`config.mk`:
```
export PLATFORM = sky130hd
export DESIGN_NAME = pipe_adder
export DESIGN_NICKNAME = d
export VERILOG_FILES = /design/src/rtl/pipe_adder_pkg.sv /design/src/rtl/pipe_adder_seg.sv /design/src/rtl/pipe_adder.sv
export SDC_FILE = /design/constraint.sdc
export NUM_CORES = 1
export LEC_CHECK = 0
export BUFFER_PORTS_ARGS = -buffer_cell sky130_fd_sc_hd__buf_4
export CORE_MARGIN = 3
export CORE_UTILIZATION = 64
export CTS_BUF_LIST = sky130_fd_sc_hd__clkbuf_4 sky130_fd_sc_hd__clkbuf_8
export CTS_CLUSTER_SIZE = 16
export DETAILED_ROUTE_END_ITERATION = 8
export PLACE_DENSITY = 0.94
export RECOVER_POWER = 25
export SLEW_MARGIN = 20
export SYNTH_ARGS = -nofsm -noshare
export SYNTH_HDL_FRONTEND = slang
export SYNTH_HIERARCHICAL = 1
export SYNTH_SLANG_ARGS = --single-unit
```
`constraint.sdc`:
```
create_clock -name clk -period 9.5 [get_ports clk]
set_input_delay 0.95 -clock clk [delete_from_list [all_inputs] [get_ports clk]]
set_output_delay 0.95 -clock clk [all_outputs]
set_load 0.1 [all_outputs]
```
`src/rtl/pipe_adder_pkg.sv`:
```
// Shared types and helpers for the segmented, pipelined add/subtract unit.
package pipe_adder_pkg;

  // Operation select carried alongside each operand beat.
  typedef enum logic {
    OP_ADD = 1'b0,
    OP_SUB = 1'b1
  } op_e;

  // Bits resolved per pipeline stage.
  function automatic int seg_count(input int width, input int stages);
    return width / stages;
  endfunction

endpackage

```
`src/rtl/pipe_adder_seg.sv`:
```
// Combinational ripple segment: per-bit generate/propagate with a carry chain,
// reporting the carry out and the carry entering the segment's top bit.
module adder_seg
  import pipe_adder_pkg::*;
#(
  parameter int SEG = 8
) (
  input  logic [SEG-1:0] i_a,
  input  logic [SEG-1:0] i_b,
  input  logic           i_cin,
  output logic [SEG-1:0] o_sum,
  output logic           o_cout,
  output logic           o_c_msb
);

  logic [SEG-1:0] w_p;
  logic [SEG-1:0] w_g;

  for (genvar gi = 0; gi < SEG; gi++) begin : g_pg
    assign w_p[gi] = i_a[gi] ^ i_b[gi];
    assign w_g[gi] = i_a[gi] & i_b[gi];
  end

  // Ripple the carry through the segment; the last carry seen before the top
  // bit is the carry into the MSB, used for signed overflow.
  always_comb begin
    logic w_carry;
    w_carry = i_cin;
    o_sum   = '0;
    o_c_msb = 1'b0;
    for (int i = 0; i < SEG; i++) begin
      o_c_msb  = w_carry;
      o_sum[i] = w_p[i] ^ w_carry;
      w_carry  = w_g[i] | (w_p[i] & w_carry);
    end
    o_cout = w_carry;
  end

endmodule

```
`src/rtl/pipe_adder.sv`:
```
// Pipelined add/subtract: one SEG-bit segment resolved per stage, carry held
// in a register between stages, valid/ready handshake with full backpressure.
module pipe_adder
  import pipe_adder_pkg::*;
#(
  parameter int WIDTH  = 32,
  parameter int STAGES = 4
) (
  input  logic             clk,
  input  logic             rst_n,
  input  logic             in_valid,
  output logic             in_ready,
  input  logic [WIDTH-1:0] a,
  input  logic [WIDTH-1:0] b,
  input  logic             cin,
  input  op_e              op,
  output logic             out_valid,
  input  logic             out_ready,
  output logic [WIDTH-1:0] sum,
  output logic             cout,
  output logic             ovf
);

  localparam int SEG = seg_count(WIDTH, STAGES);

  if (WIDTH % STAGES != 0) begin : g_width_check
    $error("pipe_adder: WIDTH must be a multiple of STAGES");
  end

  // Subtraction is a + ~b + 1; the incoming cin only matters for ADD.
  logic [WIDTH-1:0] w_b_eff;
  logic             w_cin_eff;
  assign w_b_eff   = (op == OP_SUB) ? ~b : b;
  assign w_cin_eff = (op == OP_SUB) ? 1'b1 : cin;

  // w_adv[k]: stage k loads this cycle. An empty stage always loads, so
  // bubbles collapse; a full stage loads only when its successor moves.
  logic [STAGES:0] w_adv;
  assign w_adv[STAGES] = out_ready;
  assign in_ready      = w_adv[0];

  for (genvar gi = 0; gi < STAGES; gi++) begin : g_stage
    localparam int SUMW = SEG * (gi + 1);
    localparam int REM  = WIDTH - SUMW;

    logic            r_valid;
    logic [SUMW-1:0] r_sum;
    logic            r_carry;

    logic            w_prev_valid;
    logic [SEG-1:0]  w_seg_a;
    logic [SEG-1:0]  w_seg_b;
    logic [SEG-1:0]  w_seg_sum;
    logic            w_seg_cin;
    logic            w_seg_cout;
    logic            w_seg_c_msb;
    logic [SUMW-1:0] w_sum_in;

    if (gi == 0) begin : g_src
      assign w_prev_valid = in_valid;
      assign w_seg_a      = a[SEG-1:0];
      assign w_seg_b      = w_b_eff[SEG-1:0];
      assign w_seg_cin    = w_cin_eff;
      assign w_sum_in     = w_seg_sum;
    end else begin : g_src
      assign w_prev_valid = g_stage[gi-1].r_valid;
      assign w_seg_a      = g_stage[gi-1].g_rem.r_a_rem[SEG-1:0];
      assign w_seg_b      = g_stage[gi-1].g_rem.r_b_rem[SEG-1:0];
      assign w_seg_cin    = g_stage[gi-1].r_carry;
      assign w_sum_in     = {w_seg_sum, g_stage[gi-1].r_sum};
    end

    adder_seg #(.SEG(SEG)) u_seg (
      .i_a    (w_seg_a),
      .i_b    (w_seg_b),
      .i_cin  (w_seg_cin),
      .o_sum  (w_seg_sum),
      .o_cout (w_seg_cout),
      .o_c_msb(w_seg_c_msb)
    );

    assign w_adv[gi] = !r_valid || w_adv[gi+1];

    // Stage valid, resolved low sum bits and forwarded carry; held while stalled.
    always_ff @(posedge clk or negedge rst_n) begin
      if (!rst_n) begin
        r_valid <= 1'b0;
        r_sum   <= '0;
        r_carry <= 1'b0;
      end else if (w_adv[gi]) begin
        r_valid <= w_prev_valid;
        r_sum   <= w_sum_in;
        r_carry <= w_seg_cout;
      end
    end

    // Operand bits not yet resolved, shifted down so the next segment is at bit 0.
    if (REM > 0) begin : g_rem
      logic [REM-1:0] r_a_rem;
      logic [REM-1:0] r_b_rem;
      logic [REM-1:0] w_a_rem_in;
      logic [REM-1:0] w_b_rem_in;

      if (gi == 0) begin : g_rem_src
        assign w_a_rem_in = a[WIDTH-1:SEG];
        assign w_b_rem_in = w_b_eff[WIDTH-1:SEG];
      end else begin : g_rem_src
        assign w_a_rem_in = g_stage[gi-1].g_rem.r_a_rem[SEG +: REM];
        assign w_b_rem_in = g_stage[gi-1].g_rem.r_b_rem[SEG +: REM];
      end

      // Carry the remaining operand bits forward with the beat.
      always_ff @(posedge clk or negedge rst_n) begin
        if (!rst_n) begin
          r_a_rem <= '0;
          r_b_rem <= '0;
        end else if (w_adv[gi]) begin
          r_a_rem <= w_a_rem_in;
          r_b_rem <= w_b_rem_in;
        end
      end
    end

    if (gi == STAGES - 1) begin : g_out
      logic r_c_msb;

      // Carry into the result MSB, only known once the top segment resolves.
      always_ff @(posedge clk or negedge rst_n) begin
        if (!rst_n) begin
          r_c_msb <= 1'b0;
        end else if (w_adv[gi]) begin
          r_c_msb <= w_seg_c_msb;
        end
      end

      assign out_valid = r_valid;
      assign sum       = r_sum;
      assign cout      = r_carry;
      assign ovf       = r_c_msb ^ r_carry;
    end else begin : g_mid
      logic w_unused_c_msb;
      assign w_unused_c_msb = w_seg_c_msb;
    end
  end

endmodule

```
==> impl_metrics.py <==
metrics = {
    "finish": {
        "syn2layout_area_growth_pct": 16.5,
        "seqCellArea_mm2": 0.00463,
        "n_antenna_cell": 0,
        "stdcell_area_mm2": 0.00937,
        "multi_input_area_mm2": 0.00311,
        "layout-drive-gt1-share_pct": 46.7,
        "final_nets": 734,
        "nFillCells": 697,
    },
    "floorplan": {
        "coreArea_mm2": 0.0122,
        "die_area_mm2": 0.0139,
        "io_pins": 106,
        "die_h_um": 118,
        "die_w_um": 118,
        "start_util_pct": 66.1,
        "row_count": 40,
    },
    "timing": {
        "max_freq_mhz": 189,
        "max_slew.worst_pin.slew_ps": 5200,
        "setup_viol": 0,
        "final.period_utilization_pct": 55.6,
        "skew_ps": 14.7,
        "finalHoldViolCount": 0,
        "report.final.slew_viol_count": 103,
        "min_period_ps": 5280,
        "maxSlewHeadroom_pct": -246,
        "rsz0062_at_grt": "no",
        "setup_tns_ps": 0,
        "timing.hold.ws_ps": 504,
    },
    "clocking": {
        "clk_pin_slew_ps": 80,
        "cts_max_level": 4,
        "cts_root_buffer": "clkbuf_8",
        "cts_tree": "done",
        "cts_made_buffers": 17,
        "cts.sinks": 185,
        "ctsHoldBuffers": 0,
        "cts_resized": 0,
        "cts_max_path_buffers": 2,
        "worstSkewPairLatency_ps": 460,
        "cts_setup_buffers": 0,
    },
    "grt": {
        "grt_use_total_pct": 22.5,
        "grt_pass1_vias": 4859,
        "grt_pass1_wl_um": 24400,
        "grt_max_degree": 103,
        "grt_overflow": 0,
        "antenna_found_initial": 0,
    },
    "synthesis": {
        "ys_seq_area_share_pct": 57.6,
        "synth-seq-cells": 185,
        "syn_inst": 534,
        "postSynthAreaPerCell_um2": 15.1,
        "yosysWarnings": 6,
        "syn_area_mm2": 0.00804,
        "yosysUniqueCellTypes": 21,
        "syn_nets": 636,
    },
    "power": {
        "p_seq_share_pct": 39.6,
        "ir_worst_vdd_uv": 225,
        "pwr-share-clk_pct": 19.2,
        "powerDensity_mw_per_mm2": 316,
        "pwr-share-comb_pct": 41.2,
        "intPower_mw": 1.75,
        "p_sw_mw": 1.21,
        "p_leak_nw": 4.28,
        "switching_share_pct": 41.0,
    },
    "critical_path": {
        "worstPathArrival_ps": 4600,
        "end_kind": "async pin",
        "crit_slowest_cell": "clkbuf_1",
        "start_kind": "input port",
        "max_stage_delay_ps": 3580,
        "worstPathMaxFanout": 102,
        "crit_chain": "clkbuf_1",
        "crit_buf_inv": 1,
        "crit_type": "in2async",
        "cp.required_ps": 8820,
        "crit_family": "buffers and inverters",
    },
    "detailed_routing": {
        "dr_total_vias": 4355,
        "wl_um": 14500,
        "initialDrtViolationCount": 277,
        "vias_per_cell": 5.36,
        "drc_errors": 0,
        "firstDrtPassIters": 4,
        "wl_per_cell_um": 17.8,
        "drtAntennaViolNets": 0,
    },
    "placement": {
        "gp_congestion": 0.792,
        "io_buffers": 105,
        "placedInstanceArea_mm2": 0.00892,
        "hpwl_um": 9790,
    },
    "job": {
        "maxCapViolCount": 1,
    },
    "status": {
        "status": "finished, violations left",
        "violations": "capacitance limit, slew limit",
    },
    "worst_hold_path": {
        "hold_path.class": "reg2reg",
    },
}
-- cell type report --
type	instances	share of cell area [%]
flip-flops and latches	185	49.4
clock inverters	8	1.52
multi-input cells	279	33.2
repair buffers	108	8.79
clock buffers	23	3.18
well taps	168	2.24
inverters	41	1.67
-- synthesized netlist by cell type --
library cell / number / area [µm²]
dfrtp_1: 185 / 4630
mux2_2: 129 / 1450
inv_1: 40 / 150
fa_1: 32 / 641
mux2_4: 28 / 420
nand3_1: 24 / 120
o21ai_0: 24 / 120
xnor2_1: 24 / 210
buf_2: 17 / 85.1
xor2_1: 9 / 78.8
clkbuf_1: 6 / 22.5
buf_6: 3 / 33.8
or2_2: 3 / 18.8
buf_1: 2 / 7.51
nand2b_1: 2 / 12.5
and2_1: 1 / 6.26
and4b_1: 1 / 10.0
buf_4: 1 / 7.51
inv_4: 1 / 6.26
nand2_1: 1 / 3.75
nor2b_1: 1 / 6.26
-- kinds of logic (layout without fill, tap and decap cells) --
logic type,Yosys count,count (layout),synth area share (%)
and+or+nand+nor,33,33,2.21
xor gates and xnor gates,33,33,3.59
AOI/OAI and AO/OA,24,24,1.49
adders and majority gates,32,32,7.97
buffers and inverters,70,180,3.89
muxes,157,157,23.3
DFF,185,185,57.6
-- path summary, 6_finish.rpt --
kind | from | to | slack (ps) | depth (start not counted)
max | rst_n | g_stage[2].r_carry | 4220 | 1
min in group asynchronous | rst_n | sum[2] | 2380 | 1
max reg2reg | g_stage[1].g_rem.r_a_rem[0] | g_stage[2].r_sum[23] | 5530 | 13
min | g_stage[1].g_rem.r_b_rem[8] | g_stage[1].g_rem.r_b_rem[8] | 500 | 1
max in group clk | out_ready | in_ready | 4820 | 6
min reg2reg | g_stage[1].g_rem.r_b_rem[8] | g_stage[1].g_rem.r_b_rem[8] | 500 | 1
-- flip-flops by register name (all words and copies together), names as in the netlist, 3 cells and up --
name and flops:
g_stage.r_sum 48, g_stage.r_valid 3, g_stage.g_rem.r_b_rem 48, sum 32, g_stage.g_rem.r_a_rem 48, g_stage.r_carry 3
-- cell usage in the layout (no fill, tap or decap) --
| cell | n |
|---|---|
| xnor2_1 | 24 |
| inv_4 | 1 |
| nand2_4 | 1 |
| clkbuf_1 | 1 |
| clkbuf_4 | 3 |
| mux2_2 | 129 |
| clkinvlp_4 | 1 |
| mux2_4 | 28 |
| or2_2 | 3 |
| nand2b_1 | 2 |
| fa_1 | 32 |
| o21ai_0 | 24 |
| nand3_1 | 24 |
| and2_1 | 1 |
| inv_1 | 40 |
| xor2_1 | 9 |
| nor2b_1 | 1 |
| and4b_4 | 1 |
| buf_4 | 105 |
| clkinv_2 | 3 |
| bufinv_16 | 4 |
| buf_6 | 1 |
| dfrtp_1 | 185 |
| clkbuf_8 | 20 |
| buf_12 | 1 |
-- power groups by stage --
stage / Sequential [mW] / Clock [mW] / Combinational [mW]
floorplan: 1.67 / 0 / 0.429
global placement: 1.17 / 0 / 1.19
detailed placement: 1.19 / 0 / 1.22
CTS: 1.17 / 0.583 / 1.23
global route: 1.21 / 0.614 / 1.30
finish: 1.17 / 0.570 / 1.22
-- metrics by stage --
stage / utilization, % / cells / worst slack (ps) / power, mW
2_1_floorplan: - / 534 / 4730 / 2.10
3_3_place_gp: 73.3 / 780 / 4680 / 2.36
3_5_place_dp: 73.3 / 780 / 4540 / 2.41
4_1_cts: 76.9 / 811 / 4850 / 2.99
5_1_grt: 77.1 / 812 / 3220 / 3.12
6_report: 77.1 / 812 / 4220 / 2.96
-- metal layers --
| layer | track usage [%] | vias to the layer above | wire [µm] |
|---|---|---|---|
| met5 | 0 | - | 0 |
| met4 | 7.91 | 0 | 234 |
| met3 | 5.09 | 22 | 799 |
| met2 | 36.4 | 121 | 7270 |
| met1 | 30.2 | 2237 | 6170 |
| li1 | - | 1975 | - |
Note: power is estimated with default switching activity, not from simulation.
